<file path="src/rtl/scarv_rom_streamer.sv">
// Streams a contiguous run of ROM words out through a valid/ready port via a 2-entry FIFO.
// Define SCARV_ROM_STREAMER_CHECKSUM_EN to enable the running-XOR checksum output.
module scarv_rom_streamer #(
    parameter  int unsigned DEPTH = 1024,
    parameter  int unsigned WIDTH = 32,
    localparam int unsigned AW    = $clog2(DEPTH)
) (
    input  logic             g_clk,
    input  logic             g_reset,
    input  logic             start,
    input  logic [AW-1:0]    base_addr,
    input  logic [AW:0]      count,
    output logic             busy,
    output logic             done,
    output logic             rom_cen,
    output logic [AW-1:0]    rom_addr,
    input  logic [WIDTH-1:0] rom_rdata,
    output logic             s_valid,
    input  logic             s_ready,
    output logic [WIDTH-1:0] s_data,
    output logic             s_last,
    output logic [WIDTH-1:0] checksum
);

    typedef enum logic [1:0] {StIdle, StRun, StFlush} state_e;

    state_e           state_q, state_d;
    logic [AW-1:0]    addr_q, addr_d;
    logic [AW:0]      count_q, count_d;
    logic [AW:0]      issued_q, issued_d;
    logic             pend_q, pend_d;
    logic             pend_last_q, pend_last_d;
    logic [1:0]       fifo_cnt_q, fifo_cnt_d;
    logic [WIDTH-1:0] head_data_q, head_data_d;
    logic             head_last_q, head_last_d;
    logic [WIDTH-1:0] tail_data_q, tail_data_d;
    logic             tail_last_q, tail_last_d;

    logic       start_acc;
    logic       pop;
    logic       push;
    logic [2:0] occ;
    logic       room;
    logic       can_issue;
    logic       issue;

    always_comb begin
        start_acc = (state_q == StIdle) && start;
        pop       = (fifo_cnt_q != 2'd0) && s_ready;
        push      = pend_q;
        // Count a read as occupying a slot from issue until it is consumed.
        occ       = {1'b0, fifo_cnt_q} + {2'b00, pend_q};
        room      = occ < (3'd2 + {2'b00, pop});
        can_issue = issued_q < count_q;
        issue     = (state_q == StRun) && can_issue && room;
    end

    always_comb begin
        state_d     = state_q;
        addr_d      = addr_q;
        count_d     = count_q;
        issued_d    = issued_q;
        pend_d      = issue;
        pend_last_d = issue && (issued_q == (count_q - (AW+1)'(1)));

        unique case (state_q)
            StIdle: begin
                if (start) begin
                    addr_d   = base_addr;
                    count_d  = count;
                    issued_d = '0;
                    state_d  = (count == '0) ? StFlush : StRun;
                end
            end
            StRun: begin
                if (issue) begin
                    addr_d   = addr_q + AW'(1);
                    issued_d = issued_q + (AW+1)'(1);
                end
                if (pop && head_last_q) begin
                    state_d = StFlush;
                end
            end
            StFlush: begin
                state_d = StIdle;
            end
            default: begin
                state_d = StIdle;
            end
        endcase
    end

    always_comb begin
        fifo_cnt_d  = fifo_cnt_q;
        head_data_d = head_data_q;
        head_last_d = head_last_q;
        tail_data_d = tail_data_q;
        tail_last_d = tail_last_q;

        unique case (fifo_cnt_q)
            2'd0: begin
                if (push) begin
                    head_data_d = rom_rdata;
                    head_last_d = pend_last_q;
                    fifo_cnt_d  = 2'd1;
                end
            end
            2'd1: begin
                if (push && pop) begin
                    head_data_d = rom_rdata;
                    head_last_d = pend_last_q;
                end else if (push) begin
                    tail_data_d = rom_rdata;
                    tail_last_d = pend_last_q;
                    fifo_cnt_d  = 2'd2;
                end else if (pop) begin
                    fifo_cnt_d = 2'd0;
                end
            end
            2'd2: begin
                // Issue throttling guarantees no push into a full FIFO without a pop.
                if (pop) begin
                    head_data_d = tail_data_q;
                    head_last_d = tail_last_q;
                    if (push) begin
                        tail_data_d = rom_rdata;
                        tail_last_d = pend_last_q;
                    end else begin
                        fifo_cnt_d = 2'd1;
                    end
                end
            end
            default: begin
                fifo_cnt_d = 2'd0;
            end
        endcase
    end

    always_ff @(posedge g_clk) begin
        if (g_reset) begin
            state_q     <= StIdle;
            addr_q      <= '0;
            count_q     <= '0;
            issued_q    <= '0;
            pend_q      <= 1'b0;
            pend_last_q <= 1'b0;
            fifo_cnt_q  <= 2'd0;
            head_data_q <= '0;
            head_last_q <= 1'b0;
            tail_data_q <= '0;
            tail_last_q <= 1'b0;
        end else begin
            state_q     <= state_d;
            addr_q      <= addr_d;
            count_q     <= count_d;
            issued_q    <= issued_d;
            pend_q      <= pend_d;
            pend_last_q <= pend_last_d;
            fifo_cnt_q  <= fifo_cnt_d;
            head_data_q <= head_data_d;
            head_last_q <= head_last_d;
            tail_data_q <= tail_data_d;
            tail_last_q <= tail_last_d;
        end
    end

`ifdef SCARV_ROM_STREAMER_CHECKSUM_EN
    logic [WIDTH-1:0] checksum_q, checksum_d;

    always_comb begin
        checksum_d = checksum_q;
        if (start_acc) begin
            checksum_d = '0;
        end else if (pop) begin
            checksum_d = checksum_q ^ head_data_q;
        end
    end

    always_ff @(posedge g_clk) begin
        if (g_reset) begin
            checksum_q <= '0;
        end else begin
            checksum_q <= checksum_d;
        end
    end

    assign checksum = checksum_q;
`else
    assign checksum = '0;
`endif

    assign busy     = (state_q == StRun);
    assign done     = (state_q == StFlush);
    assign rom_cen  = issue;
    assign rom_addr = addr_q;
    assign s_valid  = (fifo_cnt_q != 2'd0);
    assign s_data   = head_data_q;
    // Head last-flag may be stale once the FIFO drains, so qualify it.
    assign s_last   = head_last_q && (fifo_cnt_q != 2'd0);

endmodule

</file>
<file path="config.mk">
export PLATFORM = sky130hd
export DESIGN_NAME = scarv_rom_streamer
export DESIGN_NICKNAME = d
export VERILOG_FILES = /design/src/rtl/scarv_rom_streamer.sv
export SDC_FILE = /design/constraint.sdc
export NUM_CORES = 1
export LEC_CHECK = 0
export CAP_MARGIN = 0
export CORE_MARGIN = 5
export CORE_UTILIZATION = 50
export DETAILED_ROUTE_END_ITERATION = 12
export GPL_TIMING_DRIVEN = 0
export PLACE_DENSITY = 0.87
export SYNTH_ARGS = -nofsm -noshare
export SYNTH_HDL_FRONTEND = slang
export SYNTH_SLANG_ARGS = --single-unit
</file>
<file path="constraint.sdc">
create_clock -name g_clk -period 2.55 [get_ports g_clk]
set_input_delay 0.6375 -clock g_clk [delete_from_list [all_inputs] [get_ports g_clk]]
set_output_delay 0.6375 -clock g_clk [all_outputs]
set_load 0.005 [all_outputs]
</file>
==> results_dict.tcl, run 1 <==
set metrics [dict create \
    num_io_pins 136 \
    timing.final.crit_share_pct 99.8 \
    drt-initial-drc-count 295 \
    synth_seq_cells 104 \
    clock_path_buffers 2 \
    vdd_drop_max_uv 390 \
    critical_path_class "flop to output port" \
    critPathLaunchType "flop" \
    r2r_end "pend_last_q" \
    port_buffers 102 \
    fmax_ghz 0.393 \
    synth.avg_cell_area_um2 8.68 \
    htree_levels 3 \
    cp.arrival_ns 1.91 \
    regArea_um2 2120 \
    viasPerCell 5.66 \
    ant_nets 0 \
    dpl_cell_area_um2 6670 \
    drv_slew 0 \
    cts.clk_slew.worst_paths_ns 0.10 \
    synth_edf_count 0 \
    fin_total_pwr_uw 3780 \
    maxCapViolations 0 \
    die_h_um 114 \
    yosys_warnings 0 \
    rows 37 \
    endpoint "rom_cen" \
    vias 5198 \
    synth_area_leaders "dfxtp_1 39%, mux2i_1 12%, nor2_1 6.3%" \
    clk_latency_ns 0.38 \
    cts_sinks 104 \
    fill_cells 808 \
    drc_errors 0 \
    insertedDiodeCount 0 \
    powerDensity_nw_per_um2 528 \
    synth_area_um2 5370 \
    synthArstFlopShare_pct 0 \
    status "finished, final reports clean" \
    dp.cells 887 \
    tightest_slew_ns 0.848 \
    drive_gt1_share_pct 13.5 \
    start_util_pct 51.5 \
    fin_skew_ns 0.0144 \
    area_growth_pct 33.4 \
    hold_path_class "flop to flop" \
    r2r_start "count_q[2]" \
    yosysUniqueCellTypes 56 \
    wl_per_cell_um 16.3 \
    final_nets 851 \
    fp.dieArea_um2 12900 \
    detailed_place_hpwl_um 10800 \
    worstRegToRegCells 6 \
    p_leak_uw 0.00316 \
    holdBufCountCts 0 \
    layoutNonFillerInstCount 919 \
    crit_fanout 6 \
    core_um2 10400 \
    end_kind "output port" \
    fin_crit_ns 2.54 \
    gp_congestion 0.876 \
    finalSetupTns_ns 0 \
    grt_pass1_vias 5167 \
    dr.pass1.iters 7 \
    cts_buffers 9 \
    final_cell_mix "101 x clkdlybuf4s50_1, 89 x nor2_1, 89 x dfxtp_1" \
    required_ns 1.91 \
    cts_root_buffer "clkbuf_8" \
    grt_max_degree 20 \
    timing.critical_path.from "count_q[6]" \
    gr-total-overflow 0 \
    multi_input_area_um2 3060 \
    setup_ws_ns 0.00521 \
    mostFrequentLayoutCell "clkdlybuf4s50_1" \
    hold_viol 0 \
    place_ws_ns -0.651 \
    max_slew_margin_pct 43.1 \
    ys.flop_type "dfxtp_1" \
    antenna_found_initial 0 \
    die_w_um 114 \
    synthCells 618 \
    final_area_um2 7160 \
    yosysTopAreaCell "dfxtp_1" \
    rsz0062_at_grt "true" \
    grt_use_total_pct 22.1 \
    drt_wl_total_um 15000 \
    reg2reg_slack_ns 0.09 \
    cts_tree "built" \
    synth.top_cell.area_share_pct 38.8 \
    grt_pass1_wl_um 23700 \
    setup_viol 0 \
    synth_seq_area_share_pct 38.8 \
]
[Yosys cell counts, types with 4 or more instances]
library cell and n:
a211oi_1 39, a21oi_1 29, a311oi_1 5, a31oi_1 10, buf_4 32, clkbuf_1 31
dfxtp_1 104, ha_1 16, inv_1 21, mux2i_1 66, nand2_1 42, nand2b_1 4
nand3_1 11, nand4_1 9, nor2_1 90, nor3_1 9, nor3b_1 5, nor4_1 5
o21ai_0 10, o31ai_1 9, xnor2_1 8, xor2_1 6
[worst max-delay path: stages (launching register included)]
cell and delay, ns:
dfxtp_4 0.39, inv_1 0.09, ha_4 0.27, nand4_1 0.17
a21oi_4 0.23, o21bai_4 0.10, and2_4 0.17, buf_6 0.11
[layout make-up]
class | count | area share (%)
multi-input combinational | 456 | 42.8
inverter | 21 | 1.15
tap | 136 | 2.38
timing repair buffer | 119 | 16.1
buffer | 67 | 5.35
sequential | 104 | 29.7
clock buffer | 10 | 1.78
clock inverter | 6 | 0.804
[logic make-up after synthesis]
kind of cell	synth area share (%)
AO/OA/AOI/OAI	17.7
XOR/XNOR	2.29
adder cells (fa/ha/maj)	3.73
buffers and inverters	8.65
flip-flops	38.8
multiplexers	12.5
other	0.0699
AND/OR/NAND/NOR	16.2
[power by group]
part / switching (µW) / total [µW] / internal [µW]
Combinational: 479 / 961 / 482
Sequential: 89.1 / 1810 / 1720
Clock: 622 / 1000 / 382
[timing repair]
action | 4_1_cts | 5_1_grt
endpoints found under the setup margin | 6 | 16
pin swaps | 5 | 10
gates resized for setup | 29 | 27
buffers inserted | 8 | 9
[state kept, by name (all words and copies together), names as in the netlist]
register / count
tail_data_q: 32
pend_last_q: 1
tail_last_q: 1
s_data: 32
fifo_cnt_q: 2
issued_q: 11
state_q: 2
rom_addr: 10
count_q: 11
pend_q: 1
head_last_q: 1
[how the worst min path moves through the flow]
stage	slack, ns	cells past startpoint	end	startpoint
final	0.50	2	rom_addr[9]	rom_addr[9]
after detailed placement	0.48	2	rom_addr[9]	rom_addr[9]
after global routing	0.53	2	count_q[8]	count_q[8]
after CTS	0.50	2	rom_addr[9]	rom_addr[9]
after global placement	0.47	2	rom_addr[9]	rom_addr[9]
after floorplan	0.45	1	state_q[1]	state_q[1]
[through the flow]
| stage | util [%] | hold WS (ns) |
|---|---|---|
| 6_report | 68.7 | 0.500 |
| 5_1_grt | 68.7 | 0.532 |
| 4_1_cts | 67.3 | 0.496 |
| 3_5_place_dp | 64.1 | 0.483 |
| 3_3_place_gp | 64.1 | 0.471 |
| 2_1_floorplan | - | 0.454 |
[per-layer routing]
metal  routed length (µm)  vias to the layer above  global-route usage [%]
met2                 7730                      229                    40.8
met5                    0                        -                       0
met1                 5750                     2448                    24.2
met3                 1140                       43                    5.68
met4                  397                        0                    8.09
li1                     -                     2478                       -
No activity file was read; power rests on OpenSTA's default activity.
==> run 2: changes to the inputs <==
--- a/config.mk
+++ b/config.mk
@@ -11,6 +11,7 @@
 export DETAILED_ROUTE_END_ITERATION = 12
 export GPL_TIMING_DRIVEN = 0
 export PLACE_DENSITY = 0.87
+export SETUP_SLACK_MARGIN = 0.1
 export SYNTH_ARGS = -nofsm -noshare
 export SYNTH_HDL_FRONTEND = slang
 export SYNTH_SLANG_ARGS = --single-unit
==> results_dict.tcl, run 2 (synthesized netlist as in run 1, its figures left out) <==
set metrics [dict create \
    dp.cells 887 \
    area_growth_pct 33.3 \
    core_um2 10400 \
    power_frac_clock_pct 26.7 \
    ant_nets 0 \
    hold_path_class "flop to flop" \
    num_io_pins 136 \
    start_util_pct 51.5 \
    r2r_end "rom_addr[9]" \
    crit_fanout 4 \
    critPathSlowestCell "dfxtp_4" \
    insertedDiodeCount 0 \
    gp_congestion 0.876 \
    intPower_uw 2590 \
    slowest_delay_ns 0.39 \
    grt_pass1_wl_um 23800 \
    drc_errors 0 \
    end_kind "output port" \
    powerDensity_nw_per_um2 529 \
    power_frac_seq_pct 47.9 \
    critical_path_class "flop to output port" \
    layoutNonFillerInstCount 917 \
    detailed_place_hpwl_um 10800 \
    viasPerCell 5.68 \
    grt_use_total_pct 22.2 \
    die_h_um 114 \
    cp.arrival_ns 1.92 \
    wl_per_cell_um 16.5 \
    vdd_drop_max_uv 391 \
    clk_latency_ns 0.38 \
    hold_viol 0 \
    worstRegToRegCells 7 \
    critPathLaunchType "flop" \
    final_cell_mix "101 x clkdlybuf4s50_1, 88 x nor2_1, 87 x dfxtp_1" \
    r2r_start "count_q[5]" \
    cp_cell_sequence "inv_1 -> ha_1 -> o21ai_1 -> o21bai_2 -> o21bai_4 -> and2_4 -> buf_6" \
    cts_sinks 104 \
    cts_root_buffer "clkbuf_8" \
    vias 5209 \
    violations "setup timing" \
    p_switching_uw 1190 \
    rsz0062_at_grt "true" \
    final_nets 849 \
    drive_gt1_share_pct 14.0 \
    max_slew_margin_pct 43.0 \
    cts_tree "built" \
    grt_max_degree 20 \
    gr-total-overflow 0 \
    hold-worst-slack_ns 0.462 \
    drt-initial-drc-count 303 \
    fin_skew_ns 0.0140 \
    p_leak_uw 0.00317 \
    grt_pass1_vias 5172 \
    dr.pass1.iters 5 \
    maxCapViolations 0 \
    holdPathStages 1 \
    tightest_slew_ns 0.850 \
    holdCritStartpoint "state_q[1]" \
    setup_viol 1 \
    drt_wl_total_um 15100 \
    port_buffers 102 \
    timing.final.crit_share_pct 100 \
    fin_crit_ns 2.55 \
    reg2reg_slack_ns 0.07 \
    p_sw_share_pct 31.6 \
    htree_levels 3 \
    setup_ws_ns -0.00485 \
    drv_slew 0 \
    comb_power_share_pct 25.4 \
    fmax_ghz 0.391 \
    antenna_found_initial 0 \
    cts_buffers 9 \
    clock_path_buffers 2 \
    mostFrequentLayoutCell "clkdlybuf4s50_1" \
    holdBufCountCts 0 \
    rows 37 \
    die_w_um 114 \
    status "finished with violations" \
    required_ns 1.91 \
    cts.clk_slew.worst_paths_ns 0.10 \
    worstHoldEndpoint "state_q[1]" \
    fp.dieArea_um2 12900 \
]
run 2: cell count changes in the layout (fill, tap and decap cells not counted), sizes merged:
cell / before / now
buf: 55 / 53
clkinvlp: 1 / 0
inv: 25 / 26
run 2: repair_timing:
item	in CTS	in global routing
setup buffers	9	5
cloned	0	0
pin swaps	5	12
hold endpoints to repair	0	0
setup endpoints to repair	10	32
gates resized for setup	31	36
run 2: power groups by stage:
stage	Clock, µW	Sequential (µW)	Combinational (µW)
floorplan	0	1840	474
finish	1010	1810	961
detailed placement	0	1850	867
global route	1080	1820	1050
global placement	0	1850	836
CTS	1020	1810	917
run 2: worst max-delay path: cells and delay by family, from the launching register on:
kind            cells  cell delay, ns
fa+ha+maj           1            0.32
simple gates        1            0.17
flops               1            0.39
buf+inv             2            0.14
compound gates      3            0.53
run 2: how the worst max path moves through the flow:
stage               depth (start not counted)  slack [ns]       to          start
global route                                7       -0.08  rom_cen     count_q[6]
detailed placement                          7       -0.65  rom_cen     count_q[4]
floorplan                                   5        0.15  rom_cen        s_ready
global placement                            7       -0.56  rom_cen     count_q[4]
finish                                      7      -0.005  rom_cen     count_q[5]
CTS                                         6       -0.05  rom_cen  fifo_cnt_q[0]
run 2: per-layer routing:
metal	GRT usage (%)	vias to the layer above	wire length, µm
met5	0	-	0
met4	8.01	0	333
met3	5.62	35	1180
met2	40.9	254	7790
met1	24.4	2440	5820
li1	-	2480	-
run 2: layout make-up:
cell class / instances / area, µm²
inverter: 21 / 78.8
tap: 136 / 170
timing repair buffer: 116 / 1130
clock inverter: 6 / 57.6
clock buffer: 10 / 128
multi-input combinational: 456 / 3070
sequential: 104 / 2130
buffer: 68 / 398
fill: 802 / 3260
run 2: metrics by stage:
step	util [%]	setup TNS (ns)	cell area, µm²	power [µW]	setup slack [ns]
finish	68.7	-0.00485	7150	3780	-0.00485
global route	68.7	-0.121	7150	3960	-0.0848
CTS	67.4	-0.0832	7020	3750	-0.0477
detailed placement	64.1	-5.31	6670	2720	-0.651
global placement	64.1	-3.85	6670	2680	-0.556
floorplan	-	0	5480	2310	0.150
